File: src/rtl/instr_queue.sv
// instr_queue: in-order FIFO of {pc, raw} beats between instruction fetch and decode.
// Absorbs decode backpressure. A flush drops every queued beat and swallows any
// beat that fetch hands over in the same cycle.
// Optional build macro: INSTR_QUEUE_BYPASS_EN lets a beat reach decode in the
// same cycle it arrives when the queue is empty (zero-latency pass-through).
module instr_queue #(
    parameter int DEPTH = 4,
    parameter int XLEN  = 32
) (
    input  logic                     clk_i,
    input  logic                     rst_i,
    input  logic                     fetched_valid_i,
    output logic                     fetched_ready_o,
    input  logic [XLEN-1:0]          fetched_pc_i,
    input  logic [XLEN-1:0]          fetched_raw_i,
    output logic                     decoded_valid_o,
    input  logic                     decoded_ready_i,
    output logic [XLEN-1:0]          decoded_pc_o,
    output logic [XLEN-1:0]          decoded_raw_o,
    input  logic                     flush_i,
    output logic [$clog2(DEPTH):0]   occupancy_o
);

    localparam int AW = $clog2(DEPTH);
    localparam int CW = AW + 1;

    logic [2*XLEN-1:0] mem_q [DEPTH];
    logic [AW-1:0]     head_q, head_d;
    logic [AW-1:0]     tail_q, tail_d;
    logic [CW-1:0]     count_q, count_d;

    logic              full;
    logic              empty;
    logic              enqFire;
    logic              deqFire;
    logic              writeEn;
    logic              readEn;
    logic [2*XLEN-1:0] fetchedData;
    logic [2*XLEN-1:0] decodedData;

    assign fetchedData = {fetched_pc_i, fetched_raw_i};
    assign full        = (count_q == CW'(DEPTH));
    assign empty       = (count_q == '0);

    // Fetch may only hand over a beat when there is room, except during a flush
    // where the beat is accepted and thrown away; dequeue never frees room early.
    assign fetched_ready_o = !rst_i && (!full || flush_i);
    assign enqFire         = fetched_valid_i && fetched_ready_o;

`ifdef INSTR_QUEUE_BYPASS_EN
    // An empty queue forwards the incoming beat straight to decode in the same cycle.
    assign decoded_valid_o = !rst_i && !flush_i && (!empty || fetched_valid_i);
    assign decodedData     = empty ? fetchedData : mem_q[head_q];
    assign deqFire         = decoded_valid_o && decoded_ready_i;
    assign writeEn         = enqFire && !flush_i && !(empty && deqFire);
    assign readEn          = deqFire && !empty;
`else
    // Decode only ever sees stored entries, so minimum latency is one cycle.
    assign decoded_valid_o = !rst_i && !flush_i && !empty;
    assign decodedData     = mem_q[head_q];
    assign deqFire         = decoded_valid_o && decoded_ready_i;
    assign writeEn         = enqFire && !flush_i;
    assign readEn          = deqFire;
`endif

    assign decoded_pc_o  = decodedData[2*XLEN-1:XLEN];
    assign decoded_raw_o = decodedData[XLEN-1:0];
    assign occupancy_o   = count_q;

    // Next-state pointers and count; both-or-neither transfer leaves the count unchanged.
    always_comb begin
        head_d  = head_q;
        tail_d  = tail_q;
        count_d = count_q;
        if (writeEn) begin
            tail_d = tail_q + AW'(1);
        end
        if (readEn) begin
            head_d = head_q + AW'(1);
        end
        case ({writeEn, readEn})
            2'b10:   count_d = count_q + CW'(1);
            2'b01:   count_d = count_q - CW'(1);
            default: count_d = count_q;
        endcase
    end

    // Pointer/count registers; reset and flush both return the queue to empty.
    always_ff @(posedge clk_i) begin
        if (rst_i || flush_i) begin
            head_q  <= '0;
            tail_q  <= '0;
            count_q <= '0;
        end else begin
            head_q  <= head_d;
            tail_q  <= tail_d;
            count_q <= count_d;
        end
    end

    // Storage array carries no reset; only entries between head and tail are meaningful.
    always_ff @(posedge clk_i) begin
        if (writeEn) begin
            mem_q[tail_q] <= fetchedData;
        end
    end

endmodule

File: config.mk
export PLATFORM = sky130hd
export DESIGN_NAME = instr_queue
export DESIGN_NICKNAME = d
export VERILOG_FILES = /design/src/rtl/instr_queue.sv
export SDC_FILE = /design/constraint.sdc
export NUM_CORES = 1
export LEC_CHECK = 0
export CAP_MARGIN = 20
export CORE_MARGIN = 5
export CORE_UTILIZATION = 51
export CTS_BUF_LIST = sky130_fd_sc_hd__clkbuf_2
export DETAILED_ROUTE_END_ITERATION = 8
export GPL_ROUTABILITY_DRIVEN = 0
export HOLD_SLACK_MARGIN = 0.06
export PLACE_DENSITY = 0.75
export SYNTH_ARGS = -nofsm -noshare
export SYNTH_HDL_FRONTEND = slang
export SYNTH_SLANG_ARGS = --single-unit
File: constraint.sdc
create_clock -name clk_i -period 3.2 [get_ports clk_i]
set_clock_uncertainty 0.1 [all_clocks]
set_input_delay 0.8 -clock clk_i [delete_from_list [all_inputs] [get_ports clk_i]]
set_output_delay 0.8 -clock clk_i [all_outputs]
set_load 0.03 [all_outputs]
==> impl_metrics.env, run 1 <==
export IMPL_grt_remaining_overflow=0
export IMPL_cts_sinks=265
export IMPL_synth_seq_area_share_pct=81.08
export IMPL_drv_cap=0
export IMPL_rsz0062_at_grt="true"
export IMPL_vias=4754
export IMPL_ant_nets=0
export IMPL_cts_buffer_depth=3
export IMPL_row_count=50
export IMPL_slowest_delay_ps=510
export IMPL_port_buffer_count=137
export IMPL_layout_cells_non_filler=894
export IMPL_fmax_mhz=319.3
export IMPL_hp_start="tail_q[1]$_SDFFE_PP0P_"
export IMPL_die_area_um2=21880
export IMPL_num_antenna_cells=0
export IMPL_worstPathRequired_ps=2300
export IMPL_area_growth_pct=25.91
export IMPL_fin_area_um2=12220
export IMPL_hold_buffers=0
export IMPL_start_util_pct=51.87
export IMPL_clock_latency_ps=750
export IMPL_grt_antenna_before_repair=0
export IMPL_fill_cells=1292
export IMPL_hold_viol=0
export IMPL_yosysUniqueCellTypes=28
export IMPL_ios=138
export IMPL_setup_viol=0
export IMPL_end_kind="output pin"
export IMPL_clk_root_buffer_cell="clkbuf_2"
export IMPL_synth_ff_type="edfxtp_1"
export IMPL_ys_warnings_count=0
export IMPL_critPathLaunchType="register"
export IMPL_syn_nets=467
export IMPL_grt_pass1_wl_mm=29.23
export IMPL_ys_ff_latch=265
export IMPL_cpMostUsedCell="buf_12"
export IMPL_criticalPathCategory="reg -> out"
export IMPL_tightest_slew_ps=402.5
export IMPL_layout_common_cells="256 x edfxtp_1, 105 x clkbuf_2, 71 x clkdlybuf4s50_1"
export IMPL_crit_chain="buf_12 > buf_16 > buf_8 > buf_12 > mux4_2 > buf_6"
export IMPL_final_util_pct=65.31
export IMPL_clk_pin_slew_worst_paths_ps=100
export IMPL_yosysTopAreaCellShare_pct=79.23
export IMPL_vias_per_cell=5.318
export IMPL_placed_cell_area_um2=11550
export IMPL_grt_usage_pct=17.69
export IMPL_finalCritPeriodShare_pct=97.89
export IMPL_crit_family="buffers and inverters"
export IMPL_syn_cell_area_um2=9703
export IMPL_fin_nets=687
export IMPL_max_vdd_ir_drop_mv=0.2526
export IMPL_grt_pass1_vias=5337
export IMPL_cts_tree="done"
export IMPL_synthTopCellsByArea="edfxtp_1 79%, mux4_2 15%, dfxtp_1 1.9%"
export IMPL_drive_above_1_share_pct=41.36
export IMPL_slew_violations=0
export IMPL_synthCells=392
export IMPL_die_x_um=147.9
export IMPL_core_um2=18710
export IMPL_timing_critical_path_buf_inv=5
export IMPL_slowest_stage="mux4_2"
export IMPL_dp_cells=762
export IMPL_p_leak_nw=4.104
export IMPL_yosys_area_top_type="edfxtp_1"
export IMPL_arrival_ps=2230
export IMPL_layout_commonest_cell="edfxtp_1"
export IMPL_routed_wl_mm=18.55
export IMPL_powerDensity_nw_per_um2=509.5
export IMPL_cp_max_fo=4
export IMPL_drt_pass1_iterations=4
export IMPL_htreeDepth=3
export IMPL_wire_per_inst_um=20.75
export IMPL_syn_area_per_cell_um2=24.75
export IMPL_cts_buffers=67
export IMPL_hold_path_class="reg -> reg"
export IMPL_synth_edf_count=256
export IMPL_async_flop_share_pct=0
export IMPL_status="completed"
export IMPL_hpwl_mm=10.95
export IMPL_timing_hold_ws_ps=434.6
export IMPL_drt_iter0_drc=257
export IMPL_worstReg2RegStart="occupancy_o[2]$_SDFFE_PP0P_"
export IMPL_maxSlewHeadroom_pct=72.82
export IMPL_fin_crit_ps=3132
export IMPL_die_h_um=147.9
export IMPL_grt_start_max_net_pins=39
export IMPL_route_detailed_drc=0
## metal layers
| layer | routed length [µm] | vias to the layer above | part of all wire [%] | GRT usage (%) |
|---|---|---|---|---|
| met5 | 0 | - | 0 | 0 |
| met2 | 9070 | 166 | 49 | 27.92 |
| met3 | 1408 | 29 | 7.6 | 5.395 |
| li1 | - | 2156 | - | - |
| met4 | 338 | 0 | 1.8 | 6.836 |
| met1 | 7733 | 2403 | 42 | 23.53 |
## tightest hold or removal path, stage by stage (launching register included)
cell and delay (ps):
dfxtp_1 360, nand2_1 70, mux2i_1 60
## what timing repair did
action | CTS | global route
gates resized for setup | 331 | 49
buffers inserted | 11 | 2
endpoints found under the setup margin | 65 | 23
pin swaps | 0 | 0
gates cloned | 3 | 0
## where the power goes
part | switching, mW | internal [mW] | total, mW
sequential | 0.00875 | 3.83 | 3.84
clock | 1.24 | 0.845 | 2.09
combinational | 0.151 | 0.145 | 0.295
## layout make-up
type / count / area, µm² / share of cell area [%]
multi-input cells: 104 / 1739 / 14.24
inverters: 7 / 26.28 / 0.2151
well taps: 234 / 292.8 / 2.397
flip-flops and latches: 265 / 7875 / 64.46
clock inverters: 14 / 53.80 / 0.4404
repair buffers: 167 / 1714 / 14.03
clock buffers: 103 / 515.5 / 4.220
## per-stage QoR
stage          setup WS [ps]  setup TNS [ps]  power [mW]
3_3_place_gp           191.2               0       4.212
3_5_place_dp           138.7               0       4.225
6_report               67.67               0       6.225
2_1_floorplan          506.4               0       4.034
4_1_cts               -131.9           -1388       6.317
5_1_grt               -60.67          -389.8       6.555
## cells in the mapped netlist, types with 2 or more instances
master    number
xor2_1         4
buf_2          6
edfxtp_1     256
nor2_1        11
mux4_2        64
buf_1          6
ha_1           5
and2_1         4
a21oi_1        2
dfxtp_1        9
inv_1          7
nand2_1        2
## kinds of logic after synthesis
| logic type | Yosys count | share of synthesized area, % |
|---|---|---|
| xor gates and xnor gates | 4 | 0.3610 |
| muxes | 65 | 14.96 |
| DFF | 265 | 81.08 |
| and+or+nand+nor | 23 | 1.238 |
| AOI/OAI and AO/OA | 6 | 0.4127 |
| buffers and inverters | 23 | 1.096 |
| adders and majority gates | 6 | 0.8511 |
## registers in the layout, summed over array words and instances, names as in the netlist, named ones only
signal,cells
head_q,2
tail_q,2
mem_q,256
occupancy_o,3
## worst paths after layout
path	cells past startpoint	endpoint	slack (ps)
worst max-delay path	6	decoded_pc_o[31]	70
worst min register to register	2	tail_q[1]$_SDFFE_PP0P_	430
worst max register to register	9	occupancy_o[2]$_SDFFE_PP0P_	680
worst min-delay path	2	tail_q[1]$_SDFFE_PP0P_	430
No activity file was read; power rests on OpenSTA's default activity.
==> run 2: changes to the inputs <==
--- a/config.mk
+++ b/config.mk
@@ -12,7 +12,7 @@
 export DETAILED_ROUTE_END_ITERATION = 8
 export GPL_ROUTABILITY_DRIVEN = 0
 export HOLD_SLACK_MARGIN = 0.06
-export PLACE_DENSITY = 0.75
+export PLACE_DENSITY_LB_ADDON = 0.15
 export SYNTH_ARGS = -nofsm -noshare
 export SYNTH_HDL_FRONTEND = slang
 export SYNTH_SLANG_ARGS = --single-unit
==> impl_metrics.env, run 2 (same netlist as run 1, synthesis figures left out) <==
export IMPL_status="completed"
export IMPL_vias=4740
export IMPL_grt_antenna_before_repair=2
export IMPL_port_buffer_count=137
export IMPL_hold_buffers=0
export IMPL_criticalPathCategory="reg -> out"
export IMPL_area_growth_pct=27.47
export IMPL_start_util_pct=51.87
export IMPL_grt_start_max_net_pins=36
export IMPL_powerDensity_nw_per_um2=503.2
export IMPL_holdPathEnd="tail_q[1]$_SDFFE_PP0P_"
export IMPL_fill_cells=1275
export IMPL_r2r_cells=9
export IMPL_cts_tree="done"
export IMPL_htreeDepth=2
export IMPL_max_vdd_ir_drop_mv=0.3473
export IMPL_setup_viol=0
export IMPL_core_um2=18710
export IMPL_largest_reg_flops=256
export IMPL_cts_buffer_depth=3
export IMPL_drive_above_1_share_pct=41.27
export IMPL_cp_max_fo=6
export IMPL_drt_iter0_drc=194
export IMPL_fmax_mhz=313.4
export IMPL_grt_pass1_vias=5229
export IMPL_grt_usage_pct=17.48
export IMPL_ios=138
export IMPL_clock_latency_ps=800
export IMPL_row_count=50
export IMPL_tightest_slew_ps=370.1
export IMPL_fin_crit_ps=3191
export IMPL_clk_pin_slew_worst_paths_ps=100
export IMPL_slew_violations=0
export IMPL_worstReg2RegStart="occupancy_o[1]$_SDFFE_PP0P_"
export IMPL_vias_per_cell=5.302
export IMPL_route_detailed_drc=0
export IMPL_rsz0062_at_grt="true"
export IMPL_arrival_ps=2290
export IMPL_placed_cell_area_um2=11610
export IMPL_hold_path_class="reg -> reg"
export IMPL_layout_commonest_cell="edfxtp_1"
export IMPL_drt_pass1_iterations=4
export IMPL_ant_nets=0
export IMPL_cts_buffers=61
export IMPL_p_leak_nw=4.147
export IMPL_worstPathRequired_ps=2300
export IMPL_total_power_mw=6.223
export IMPL_top_register="mem_q"
export IMPL_routed_wl_mm=18.69
export IMPL_finalCritPeriodShare_pct=99.71
export IMPL_cts_sinks=265
export IMPL_whs_path_depth=2
export IMPL_fin_tns_setup_ps=0
export IMPL_hpwl_mm=10.99
export IMPL_fin_area_um2=12370
export IMPL_hold_viol=0
export IMPL_fin_nets=686
export IMPL_wire_per_inst_um=20.90
export IMPL_critPathLaunchType="register"
export IMPL_r2r_end="occupancy_o[2]$_SDFFE_PP0P_"
export IMPL_layout_common_cells="256 x edfxtp_1, 95 x clkbuf_2, 71 x clkdlybuf4s50_1"
export IMPL_maxSlewHeadroom_pct=75.02
export IMPL_grt_pass1_wl_mm=28.92
export IMPL_die_x_um=147.9
export IMPL_drv_cap=0
export IMPL_die_h_um=147.9
export IMPL_clk_root_buffer_cell="clkbuf_2"
export IMPL_grt_remaining_overflow=0
export IMPL_end_kind="output pin"
export IMPL_die_area_um2=21880
export IMPL_ff_latch_area_um2=7876
export IMPL_r2r_slack_ps=690
export IMPL_multi_input_area_um2=1739
export IMPL_hp_start="tail_q[1]$_SDFFE_PP0P_"
run 2: changes by cell type in the layout (fill, tap and decap cells not counted), sizes merged:
cell	before	now
buf	92	99
bufinv	0	1
diode	0	1
clkbuf	105	95
inv	8	7
clkinv	13	15
run 2: worst max-delay path, stage by stage, from the launching register on:
cell	delay (ps)
dfxtp_4	410
buf_12	120
buf_12	110
buf_16	120
buf_12	100
mux4_2	490
buf_6	150
run 2: timing repair:
item / 4_1_cts / 5_1_grt
endpoints found under the setup margin: 65 / 61
hold endpoints to repair: 0 / 0
setup buffers: 15 / 0
pin swaps: 0 / 0
gates cloned: 5 / 0
gates resized for setup: 361 / 54
run 2: stage by stage:
stage                     instances  setup slack, ps  hold slack, ps  util [%]
final                           894            9.416           405.6     66.12
after global routing            894           -124.8           410.4     66.12
after CTS                       898           -133.6           399.6     66.88
after detailed placement        767            127.2           389.5     62.09
after global placement          767            189.0           390.4     62.09
after floorplan                 392            506.4           367.7         -
run 2: metal layers:
layer / global-route usage, % / wire length, µm
met5: 0 / 13
met4: 6.051 / 229
met3: 4.721 / 1144
met2: 30.03 / 9782
met1: 21.67 / 7517
run 2: layout make-up:
class	instances	area share, %
Sequential cell	265	63.68
Timing Repair Buffer	172	15.09
Multi-Input combinational cell	104	14.06
Clock buffer	95	3.844
Tap cell	234	2.367
Clock inverter	16	0.7183
Inverter	7	0.2124
Antenna cell	1	0.02023
run 2: worst max path at each step:
stage / from / endpoint / slack, ps / depth (start not counted)
finish: register / decoded_raw_o[18] / 9 / 6
global route: register / decoded_raw_o[13] / -120 / 6
CTS: register / decoded_pc_o[8] / -130 / 4
detailed placement: flush_i / occupancy_o[2]$_SDFFE_PP0P_ / 130 / 9
global placement: flush_i / fetched_ready_o / 190 / 4
floorplan: flush_i / occupancy_o[2]$_SDFFE_PP0P_ / 510 / 9
run 2: where the power goes:
part           switching (mW)  total, mW  leakage [nW]  internal (mW)
logic                   0.151      0.302          1.32          0.151
clock network            1.22       2.08         0.437          0.862
registers             0.00901       3.84          2.39           3.83
total                    1.38       6.22          4.15           4.85
